## src/rtl/cpu_types_pkg.sv

```systemverilog
// cpu_types_pkg: shared CPU datapath types for the request unit.
package cpu_types_pkg;
   typedef enum logic [1:0] {
      RUN  = 2'd0,
      DATA = 2'd1,
      HALT = 2'd2
   } reqstate_t;
endpackage

```

## src/rtl/perf_counter.sv

```systemverilog
// perf_counter: free-running event counter that wraps modulo 2^CNT_W.
module perf_counter #(
   parameter int CNT_W = 32
) (
   input  logic             CLK,
   input  logic             nRST,
   input  logic             inc,
   output logic [CNT_W-1:0] count
);
   always_ff @(posedge CLK or negedge nRST) begin
      if (!nRST) count <= '0;
      else if (inc) count <= count + CNT_W'(1);
   end
endmodule

```

## src/rtl/request_unit.sv

```systemverilog
// request_unit: sequences fetch, optional data access and PC advance per instruction.
module request_unit
   import cpu_types_pkg::*;
#(
   parameter int TIMEOUT_CYC = 255,
   parameter int CNT_W       = 32
) (
   input  logic             CLK,
   input  logic             nRST,
   input  logic             ihit,
   input  logic             dhit,
   input  logic             cu_dREN,
   input  logic             cu_dWEN,
   input  logic             cu_halt,
   output logic             imemREN,
   output logic             dmemREN,
   output logic             dmemWEN,
   output logic             pc_en,
   output logic             halt,
   output logic             err_timeout,
   output logic [CNT_W-1:0] instr_cnt,
   output logic [CNT_W-1:0] stall_cnt
);
   localparam int TW = $clog2(TIMEOUT_CYC + 1);

   reqstate_t state, next_state;
   logic          mem_op, issue_data, data_wait, instr_inc, stall_inc;
   logic [TW-1:0] tmo;

   assign mem_op     = cu_dREN || cu_dWEN;
   assign issue_data = (state == RUN) && ihit && !cu_halt && mem_op;
   assign data_wait  = (state == DATA) && !dhit;
   assign imemREN    = (state == RUN);

   always_comb begin
      next_state = state;
      pc_en      = 1'b0;
      instr_inc  = 1'b0;
      stall_inc  = 1'b0;
      if (state == RUN) begin
         stall_inc = !ihit;
         if (ihit) begin
            next_state = cu_halt ? HALT : mem_op ? DATA : RUN;
            pc_en      = !cu_halt && !mem_op;
            instr_inc  = cu_halt || !mem_op;
         end
      end else if (state == DATA) begin
         next_state = dhit ? RUN : DATA;
         pc_en      = dhit;
         instr_inc  = dhit;
         stall_inc  = !dhit;
      end
   end

   always_ff @(posedge CLK or negedge nRST) begin
      if (!nRST) begin
         state       <= RUN;
         dmemREN     <= 1'b0;
         dmemWEN     <= 1'b0;
         halt        <= 1'b0;
         err_timeout <= 1'b0;
         tmo         <= '0;
      end else begin
         state <= next_state;
         halt  <= (next_state == HALT);
         if (issue_data) begin
            dmemWEN <= cu_dWEN;
            dmemREN <= cu_dREN && !cu_dWEN;
            tmo     <= '0;
         end else if ((state == DATA) && dhit) begin
            dmemWEN <= 1'b0;
            dmemREN <= 1'b0;
         end else if (data_wait && (tmo != TW'(TIMEOUT_CYC))) begin
            tmo <= tmo + TW'(1);
         end
         // err latches on the wait that carries tmo up to the limit
         if (data_wait && (tmo >= TW'(TIMEOUT_CYC - 1))) err_timeout <= 1'b1;
      end
   end

   perf_counter #(.CNT_W(CNT_W)) u_instr_cnt (
      .CLK   (CLK),
      .nRST  (nRST),
      .inc   (instr_inc),
      .count (instr_cnt)
   );

   perf_counter #(.CNT_W(CNT_W)) u_stall_cnt (
      .CLK   (CLK),
      .nRST  (nRST),
      .inc   (stall_inc),
      .count (stall_cnt)
   );
endmodule

```

## config.mk

```make
export PLATFORM = sky130hd
export DESIGN_NAME = request_unit
export DESIGN_NICKNAME = d
export VERILOG_FILES = /design/src/rtl/cpu_types_pkg.sv /design/src/rtl/perf_counter.sv /design/src/rtl/request_unit.sv
export SDC_FILE = /design/constraint.sdc
export NUM_CORES = 1
export LEC_CHECK = 0
export CAP_MARGIN = 0
export CELL_PAD_IN_SITES_DETAIL_PLACEMENT = 1
export CELL_PAD_IN_SITES_GLOBAL_PLACEMENT = 2
export CORE_MARGIN = 4
export CORE_UTILIZATION = 29
export DETAILED_ROUTE_END_ITERATION = 6
export PLACE_DENSITY = 0.85
export SLEW_MARGIN = 30
export SYNTH_ARGS = -nofsm -noshare
export SYNTH_HDL_FRONTEND = slang
export SYNTH_SLANG_ARGS = --single-unit
```

## constraint.sdc

```tcl
create_clock -name CLK -period 1.9 [get_ports CLK]
set_input_delay 0.19 -clock CLK [delete_from_list [all_inputs] [get_ports CLK]]
set_output_delay 0.19 -clock CLK [all_outputs]
set_load 0.005 [all_outputs]
```

Yosys cells after proc, flatten, opt, wreduce, memory -nomap -nowiden
Cells that the tools add are included.
{ "word_totals": {"output_inout_bits": 70, "ff_bits": 78, "in_bits": 7, "elab_cells": 55} }
{ "op_classes": {"n_lt_le_gt_ge": 1, "add_sub_neg": 3, "eq_ne": 4, "n_mux": 19, "n_reduce_logical": 20} }
{ "ops": {"columns": ["cell", "n"], "rows": [
  ["$add 32x1->32 const B", 2],
  ["$mux 8", 3],
  ["$mux 1", 12],
  ["$logic_and 1x1->1", 9],
  ["$add 8x1->8 const B", 1],
  ["$ge 8x8->1 const B", 1],
  ["$mux 2", 4],
  ["$ne 8x8->1 const B", 1],
  ["$logic_not 1->1", 5],
  ["$reduce_bool 2->1", 2],
  ["$eq 2x1->1 const B", 1],
  ["$eq 2x2->1 const B", 1],
  ["$logic_not 2->1", 1],
  ["$logic_or 1x1->1", 2],
  ["$ne 2x2->1 const B", 1],
  ["$reduce_and 2->1", 1]
]} }

Logic depth before layout (Yosys ltp)
Gate-level depths: netlist of run 1.
{ "logic_depth": {"ltp_word": 6, "depth_mapped": 6} }

Modules after synthesis
Synthesis of run 1 repeated with hierarchy kept, for this count alone.
{ "unflattened": {"cells_unflattened": 324, "hier_area_um2": 3686.0} }
{ "modules_own_cells": {"columns": ["module", "cells_each", "seq_area_each_um2", "area_each_um2", "n_inst"], "rows": [
  ["perf_counter", 123, 800.8, 1448.9, 2],
  ["request_unit", 78, 350.3, 788.3, 1]
]} }

Least setup slack after synthesis of run 1
Ideal clock, no wire load.
{ "synth_timing": {"kind": "register to register", "startpoint": "register state[0]", "endpoint": "register u_stall_cnt.count[21]", "setup_ns": 0.125, "setup_slack_ns": -0.190, "arrival_time_ns": 1.965, "n_path_buf": 0, "period_less_slack_ns": 2.090, "stages_incl_launch_ff": 6, "path_cell_list": "dfrtp_1 > mux2_2 > nor4b_2 > nand3_1 > or2_2 > xnor2_1"} }
{ "synth_between": {"elab_chain_len": 3, "elab_cells_between_ends": 4} }
{ "synth_rtl": {"columns": ["item", "line", "source"], "rows": [
  ["start, declared", "request_unit.sv:26", "reqstate_t state, next_state;"],
  ["start signal, assigned", "request_unit.sv:64", "state <= next_state;"],
  ["$eq 2x1->1", "request_unit.sv:47", "end else if (state == DATA) begin"],
  ["$mux 1", "request_unit.sv:47", null],
  ["$mux 1 *", "request_unit.sv:40", "if (state == RUN) begin"],
  ["end signal, assigned", "perf_counter.sv:12", "else if (inc) count <= count + CNT_W'(1);"],
  ["end, declared", "perf_counter.sv:8", "output logic [CNT_W-1:0] count"]
]} }
Every way passes the cells marked *; elsewhere a longest branch is shown, timed or not.
A chain may end at the register's enable or synchronous reset.

Final worst setup path of run 1
{ "layout_timing": {"startpoint": "register state[1]", "endpoint": "register u_instr_cnt.count[26]"} }
{ "layout_between": {"elab_chain_len": 3, "elab_cells_between_ends": 4} }
{ "layout_rtl": {"columns": ["item", "line"], "rows": [
  ["$eq 2x1->1", "request_unit.sv:47"],
  ["$mux 1", "request_unit.sv:47"],
  ["$mux 1 *", "request_unit.sv:40"],
  ["end signal, assigned", "perf_counter.sv:12"],
  ["end, declared", "perf_counter.sv:8"]
]} }
Marks and branches as above.

==> results of run 1 <==
-- worst min-delay path by stage --
stage / end / slack (ns) / cells past startpoint
2_1_floorplan: dmemREN / -0.11 / 0
3_3_place_gp: u_instr_cnt.count[8] / 0.17 / 1
3_5_place_dp: u_instr_cnt.count[8] / 0.18 / 1
4_1_cts: u_instr_cnt.count[8] / 0.36 / 2
5_1_grt: u_instr_cnt.count[8] / 0.38 / 2
6_report: u_instr_cnt.count[8] / 0.35 / 2
-- Yosys cell counts (3+ instances only) --
cell | n | area share [%]
nor2_1 | 23 | 2.4
and3_1 | 6 | 1.0
nor3_1 | 18 | 2.5
xnor2_1 | 34 | 8.3
nand2_1 | 40 | 4.2
mux2_2 | 3 | 0.94
nor4_1 | 9 | 1.6
nand3_1 | 21 | 2.9
ha_1 | 4 | 1.4
nand4_1 | 18 | 3.1
inv_1 | 12 | 1.3
xor2_1 | 32 | 7.8
dfrtp_1 | 78 | 54
o21ai_0 | 5 | 0.69
and2_1 | 3 | 0.52
-- state kept, by name, indices dropped and copies added, names as in the netlist --
register and cells:
state 2, tmo 8, err_timeout 1, u_stall_cnt.count 32
halt 1, u_instr_cnt.count 32, dmemWEN 1, dmemREN 1
-- through the flow --
step | hold WS [ns] | setup TNS, ns | util [%] | area [um2]
after detailed placement | 0.179 | -6.14 | 40.7 | 4910
after CTS | 0.364 | 0 | 43.8 | 5280
after global placement | 0.174 | -1.96 | 40.7 | 4910
after global routing | 0.382 | -0.694 | 44.6 | 5380
after floorplan | -0.106 | -0.0480 | - | 3620
final | 0.350 | 0 | 44.6 | 5380
-- area by class of cell --
type | count | area, um2
clock buffers | 12 | 267
flip-flops and latches | 78 | 1950
well taps | 168 | 210
repair buffers | 125 | 1140
inverters | 12 | 45.0
multi-input cells | 245 | 1720
clock inverters | 3 | 42.5
fillers | 1342 | 6680
-- power by group through the flow --
| stage | combinational, uW | clock [uW] | sequential (uW) |
|---|---|---|---|
| after floorplan | 155 | 0 | 1910 |
| after global routing | 583 | 1920 | 1920 |
| final | 524 | 1790 | 1900 |
| after global placement | 467 | 0 | 1920 |
| after CTS | 527 | 1840 | 1900 |
| after detailed placement | 495 | 0 | 1930 |
-- repair_timing --
item | 4_1_cts | 5_1_grt
endpoints found under the hold margin | 33 | 0
gates resized for setup | 9 | 16
hold buffers | 1 | 0
setup endpoints to repair | 11 | 30
pin swaps | 0 | 4
setup buffers | 1 | 3
-- per-layer routing --
| metal | part of all wire (%) | wire (um) | GRT usage, % |
|---|---|---|---|
| met5 | 0 | 0 | 0 |
| met4 | 2.2 | 220 | 6.08 |
| met3 | 4.4 | 439 | 3.89 |
| met1 | 42 | 4250 | 17.0 |
| met2 | 51 | 5150 | 25.2 |
-- logic make-up (layout without fill, tap and decap cells) --
kind of cell             after synthesis  in the layout  synth area share, %
adder cells (fa/ha/maj)                4              4                 1.39
flip-flops                            78             78                 54.2
XOR/XNOR                              66             66                 16.1
buffers and inverters                 14            152                 1.67
AO/OA/AOI/OAI                         18             18                 3.54
AND/OR/NAND/NOR                      154            154                 22.2
multiplexers                           3              3                0.938
==> run metrics, run 1 <==
Critical Path Slowest Stage Cell=dfrtp_2; r2r endpoint=u_instr_cnt.count[26]; syn nets=approximately 350; Main synth FF type=dfrtp_1; crit path cell chain=nand3b_1, o31ai_2, buf_4, nand4_1, nor3_2, xor2_1; net switching power=about 1000 uW; DP Wirelength=7300 um; reg2reg start=state[1]; CP endpoint kind=register; max_cap viols=0; combinational fraction of design power=12.4%; r2r setup slk=0.03 ns; CTS tree=done; crit path DAT=roughly 2.1 ns; Root Driver=clkbuf_16; Worst-path clk slew=0.06 ns; die area=0.0143 mm2; pwr dens=783 mW/mm2; Worst-Margin Slew=0.796 ns; CTS Buffer Depth=2; Final ANT Viol Nets=0; DR pass1 iterations=4; Slew Limit Fails=0; IO Pins=77; number of global-route vias before repair=3,307; CORE AREA=0.0121 mm2; Unique masters post-synth=40; htree depth=3; Largest stage delay, worst path=0.49 ns; Clock Latency Late Sink=0.34 ns; placed instance count=slightly above 600; RSZ-0062 raised after global routing=yes; worst vdd ir=approximately 0.50 mV; Synth Instances=between 300 and 400; antenna diode count=0; worst-case reg-to-reg path depth=6; GRT Overall Usage=14.5%; initial antenna violation count=0; first-pass GRT wire length=16,600 um; Clock power frac=42.4%; fmax=0.534 GHz; largest net degree at the start of global routing=46; crit path buf inv count=1; Clock Skews=0.00538 ns; die height=119 um; worst hold-check path type=in -> async; DRC=0; total CTS buffers=9; Int Power=about 3200 uW; Post-Layout Cell Count=about 640; vias after detailed routing=3,049; Critical path origin=state[1]; Initial DRC Count=110; register area share after synthesis=54.2%; vias per cell=4.74; Setup crit start kind=register; yosys warns=0; total gr overflow=0; fraction of registers with async set/reset=100%; post-layout min period=1.87 ns; Final Hold Fails=0; Crit. path cell count=6; CP endpoint=u_instr_cnt.count[26]; IO buf count=76; Starting Density=29.9%; Power Total=4210 uW; Pleak=0.00239 uW; most common library cell in the layout ignoring fill and taps=dfrtp_1; Setup WS post-layout=0.0264 ns; P&R area growth vs syn=49.3%; mean cell area of the mapped netlist=10.7 um2; CP max FO=10; layout cells sized above 1=20.8%; Seq pwr share=between 40% and 50%; # setup viols final=0; status=complete, no violations; Top Family by Delay on Critical Path=simple AND/OR/NAND/NOR gates; Sw Ratio=24.0%; pre-CTS setup slack=-0.264 ns; EDFF count, synth=0; CTS sink cnt=78; final WL=10,100 um; Routability Congestion=0.776; CP Data Required Time=~2.2 ns; register bit total from synthesis=78; kind of critical path=reg -> reg; Routed wire per std cell=15.6 um; period utilization=98.6%; Max-slew headroom=46.4%; die width=119 um; num rows=40; most frequent cells in the layout=76 x dfrtp_1, 73 x clkdlybuf4s50_1, 48 x buf_4; Mapped Area=around 0.0036 mm2; Final nets=482
Note: power is estimated with default switching activity, not from simulation.
==> run 2: changes to the inputs <==
CORE_ASPECT_RATIO = 1.75   (was not set)
HOLD_SLACK_MARGIN = 0.12   (was not set)
==> run 2 against run 1 <==
Net effect:
- die area grew 0.50%
- utilization grew 1.0 points
- hold slack lost 0.042 ns
- critical endpoint is now u_instr_cnt.count[20]
==> run metrics, run 2 (synthesis gave the netlist of run 1 again) <==
Filler cells=around 1,400; r2r endpoint=u_instr_cnt.count[20]; CTS sink cnt=78; CP endpoint kind=register; Largest regs=u_instr_cnt.count (32), u_stall_cnt.count (32), tmo (8); Worst-Margin Slew=0.744 ns; Int Power=3140 uW; fmax=approximately 0.54 GHz; worst vdd ir=0.514 mV; r2r setup slk=0.06 ns; die width=between 90 and 100 um; Final Hold Fails=0; number of global-route vias before repair=3,327; IO buf count=76; GRT Overall Usage=14.7%; CORE AREA=0.0121 mm2; Routability Congestion=0.798; Post-DP Area=0.00492 mm2; Crit. path cell count=7; crit path buf inv count=2; IO Pins=77; CTS tree=done; largest net degree at the start of global routing=40; Slew Limit Fails=0; total CTS buffers=9; antenna diode count=0; CTS Buffer Depth=2; Critical path origin=u_instr_cnt.count[6]; first-pass GRT wire length=16,600 um; area of the multi-input gates=around 0.0017 mm2; die height=155 um; Routed wire per std cell=15.6 um; CP endpoint=u_instr_cnt.count[20]; htree depth=3; RSZ-0062 raised after global routing=yes; DP Wirelength=7570 um; CP max FO=4; Max-slew headroom=between 40% and 50%; crit path DAT=2.09 ns; status=complete, no violations; Root Driver=clkbuf_16; Top Family by Delay on Critical Path=simple AND/OR/NAND/NOR gates; num rows=53; Starting Density=29.8%; Final ANT Viol Nets=0; Clock power frac=41.3%; Setup WS post-layout=0.0564 ns; Final nets=496; CP Data Required Time=about 2.2 ns; post-layout min period=~1.8 ns; kind of critical path=reg -> reg; Final Cell Area=0.00550 mm2; DR pass1 iterations=4; reg2reg start=u_instr_cnt.count[6]; Critical Path Slowest Stage Cell=dfrtp_1; crit path cell chain=nand4_1, nor4_4, buf_4, nand4_1, buf_4, nor3_2, xor2_1; FF/Latch Area=0.00196 mm2; period utilization=a little over nine tenths; pwr dens=~750 mW/mm2; Setup crit start kind=register; vias after detailed routing=3,127; P&R area growth vs syn=52.8%; pre-CTS setup slack=-0.226 ns; die area=between 0.01 and 0.015 mm2; Pleak=0.00247 uW; Seq pwr share=between 40% and 50%; hold_ws=slightly above 0.3 ns; Power Total=between 4000 and 5000 uW; combinational fraction of design power=12.7%; worst hold-check path type=in -> async; Worst-path clk slew=0.06 ns; layout cells sized above 1=23.3%; vias per cell=4.77; Initial DRC Count=56; # setup viols final=0; DRC=0; total gr overflow=0; worst-case reg-to-reg path depth=7; max_cap viols=0; most frequent cells in the layout=74 x dfrtp_1, 74 x clkdlybuf4s50_1, 61 x buf_4; Clock Latency Late Sink=0.33 ns; final WL=10,200 um; net switching power=roughly 1000 uW; Largest stage delay, worst path=0.39 ns; Clock Skews=0.00562 ns; Sw Ratio=24.1%; initial antenna violation count=0
==> run 2: per-layer routing <==
metal	routed length [um]	GRT usage [%]	up-vias
met5	0	0	-
met4	227	8.43	0
met3	305	1.89	14
met2	5850	27.6	66
met1	3870	15.5	1584
li1	-	-	1463
==> run 2: worst min path at each step <==
stage / startpoint / end / slack [ns] / cells past startpoint
finish: nRST / u_stall_cnt.count[13] / 0.31 / 2
detailed placement: nRST / u_stall_cnt.count[13] / 0.13 / 1
global placement: nRST / u_stall_cnt.count[13] / 0.12 / 1
floorplan: nRST / dmemREN / -0.11 / 0
CTS: nRST / u_stall_cnt.count[13] / 0.32 / 2
global route: nRST / u_stall_cnt.count[13] / 0.35 / 2
==> run 2: cell type report <==
class / instances / share of cell area (%)
inverter: 12 / 0.819
timing repair buffer: 139 / 22.7
clock buffer: 14 / 5.34
sequential: 78 / 35.6
clock inverter: 2 / 0.227
multi-input combinational: 245 / 31.6
tap: 165 / 3.75
==> run 2: worst reg2reg max path, delay by kind of cell (launching register included) <==
family / cells / cell delay [ns]
and+or+nand+nor: 4 / 0.82
xor gates and xnor gates: 1 / 0.19
buffers and inverters: 2 / 0.38
DFF: 1 / 0.39
==> run 2: timing repair <==
action	CTS	global route
endpoints found under the setup margin	12	33
gates resized for setup	10	21
endpoints found under the hold margin	22	0
hold buffers	1	0
buffers inserted	1	17
pin swaps	0	10
gates cloned	0	0
==> run 2: power groups by stage <==
stage / clock network [uW] / registers (uW) / logic (uW)
2_1_floorplan: 0 / 1910 / 155
3_3_place_gp: 0 / 1920 / 481
3_5_place_dp: 0 / 1930 / 514
4_1_cts: 1760 / 1900 / 540
5_1_grt: 1830 / 1920 / 584
6_report: 1710 / 1900 / 528
==> run 2: through the flow <==
step | util [%] | instances | setup TNS (ns)
final | 45.6 | 655 | 0
after detailed placement | 40.7 | 621 | -4.63
after global routing | 45.6 | 655 | -0.308
after floorplan | - | 337 | -0.0480
after CTS | 43.8 | 639 | -0.0882
after global placement | 40.7 | 621 | -3.52
==> run 3: changes to the inputs <==
SETUP_SLACK_MARGIN = 0.2   (was not set)
==> run 3 against run 2 <==
Net effect:
- global-route usage is 2.2 points higher
- via count grew 5.7%
- combinational power rose by 19%
- non-clock buffer count is 34 higher
- the run now ends with negative setup slack left
- cell count is 5.0% higher
- sequential share of layout area shrank 4.8 points
- clock skew is 0.0018 ns higher
- design area up 15%
- register-to-register slack lost 0.11 ns
- worst setup slack lost 0.11 ns
- hold slack lost 0.032 ns
==> run metrics, run 3 (synthesis gave the netlist of run 1 again) <==
number of global-route vias before repair=~3,600; num rows=53; Initial DRC Count=82; # setup viols final=8; GRT Overall Usage=16.9%; top routing layer used=met4; Final ANT Viol Nets=0; Max-slew headroom=57.6%; Starting Density=29.8%; pwr dens=684 mW/mm2; vias after detailed routing=3,305; layout cells sized above 1=37.5%; total gr overflow=0; final WL=~12,000 um; crit path cell chain=buf_6, mux2_4, nor4b_4, buf_4, nand4_1, buf_4, buf_6, xnor2_2; DRC=0; antenna diode count=0; IO buf count=76; Top Family by Delay on Critical Path=buffers and inverters; CP endpoint kind=register; CP Data Required Time=about 2.1 ns; DR pass1 iterations=6; Root Driver=clkbuf_16; vias per cell=4.80; CTS Buffer Depth=2; Largest regs=u_instr_cnt.count (32), u_stall_cnt.count (32), tmo (8); Setup crit start kind=register; first-pass GRT wire length=approximately 19,000 um; status=complete, but fails checks; failing checks=negative setup slack; Post-DP Area=about 0.0051 mm2; die area=0.0143 mm2; die width=92.2 um; crit path DAT=2.18 ns; Final Core Density=a little over half; most common library cell in the layout ignoring fill and taps=dfrtp_1; kind of critical path=reg -> reg; met3 wire length=316 um; total CTS buffers=9; P&R area growth vs syn=76.5%; CTS tree=done; largest net degree at the start of global routing=61; Setup WS post-layout=-0.0565 ns; post-layout min period=roughly 2.0 ns; fmax=about 0.51 GHz; worst hold-check path type=in -> async; DP Wirelength=approximately 7700 um; Clock Skews=0.00740 ns; initial antenna violation count=0; crit path buf inv count=4; Final Cell Area=0.00635 mm2; IO Pins=77; Clock Latency Late Sink=0.34 ns; met2 WL=7140 um; CP max FO=2; period utilization=103%; met1 WL=4400 um; RSZ-0062 raised after global routing=yes; Worst-Margin Slew=about 0.63 ns; die height=155 um; most frequent cells in the layout=76 x dfrtp_1, 73 x clkdlybuf4s50_1, 62 x buf_4; Critical Path Slowest Stage Cell=dfrtp_1; Routability Congestion=roughly 0.77; Final nets=530; Pleak=just over 0.003 uW; CTS sink cnt=78; htree depth=3; Worst-path clk slew=around 0.060 ns; Final Hold Fails=0; CORE AREA=between 0.01 and 0.015 mm2; max_cap viols=0; worst vdd ir=0.411 mV; Routed wire per std cell=between 15 and 20 um; Slew Limit Fails=0; Largest stage delay, worst path=around 0.42 ns
## run 3: cell count changes in the layout (fill, tap and decap cells not counted), sizes merged
cell,previous run,this run
buf,63,98
clkbuf,14,10
bufinv,0,2
clkinv,1,3
clkdlybuf4s50,74,73
clkinvlp,1,0
dlygate4sd2,1,0
dlymetal6s2s,0,1
## run 3: final cells by class
cell class | instances | area (um2)
Sequential cell | 78 | 1950
Clock inverter | 5 | 75.1
Tap cell | 165 | 206
Fill cell | 1309 | 5710
Multi-Input combinational cell | 245 | 2210
Clock buffer | 10 | 229
Timing Repair Buffer | 173 | 1630
Inverter | 12 | 45.0
## run 3: per-stage QoR
step | instances | power [uW] | TNS [ns] | hold slack [ns] | setup WS [ns]
finish | 688 | 4350 | -0.208 | 0.276 | -0.0565
global route | 688 | 4530 | -1.50 | 0.290 | -0.134
CTS | 674 | 4330 | -0.0359 | 0.277 | -0.0212
detailed placement | 634 | 2420 | -2.35 | 0.0914 | -0.138
global placement | 634 | 2400 | -1.39 | 0.0850 | -0.118
floorplan | 337 | 2070 | 0 | -0.106 | 0.0765
## run 3: metal layers
layer  vias up  track usage [%]
met5         -                0
met4         0             6.45
met3        16             3.53
met2        59             33.1
met1      1692             17.1
li1       1538                -
## run 3: worst paths after layout
path | startpoint | end | slack, ns | cells after the start
max reg2reg | state[0] | u_stall_cnt.count[27] | -0.06 | 8
min in group CLK | u_stall_cnt.count[31] | u_stall_cnt.count[31] | 0.47 | 1
max in group asynchronous | nRST | state[1] | 0.99 | 3
min reg2reg | u_stall_cnt.count[31] | u_stall_cnt.count[31] | 0.47 | 1
max | state[0] | u_stall_cnt.count[27] | -0.06 | 8
min | nRST | u_instr_cnt.count[29] | 0.28 | 2
## run 3: where the power goes
part	switching (uW)	internal, uW
registers	129	1770
logic	247	380
clock network	686	1140
## run 3: worst register-to-register path, stage by stage (launching register included)
cell,delay (ns)
dfrtp_1,0.42
buf_6,0.14
mux2_4,0.31
nor4b_4,0.24
buf_4,0.18
nand4_1,0.13
buf_4,0.20
buf_6,0.12
xnor2_2,0.11
## run 3: what timing repair did
action                                 4_1_cts  5_1_grt
resized for setup                           97       58
buffers inserted                            24       14
hold buffers                                 1        0
pin swaps                                   57       62
endpoints found under the hold margin       78        0
setup endpoints to repair                   48       71
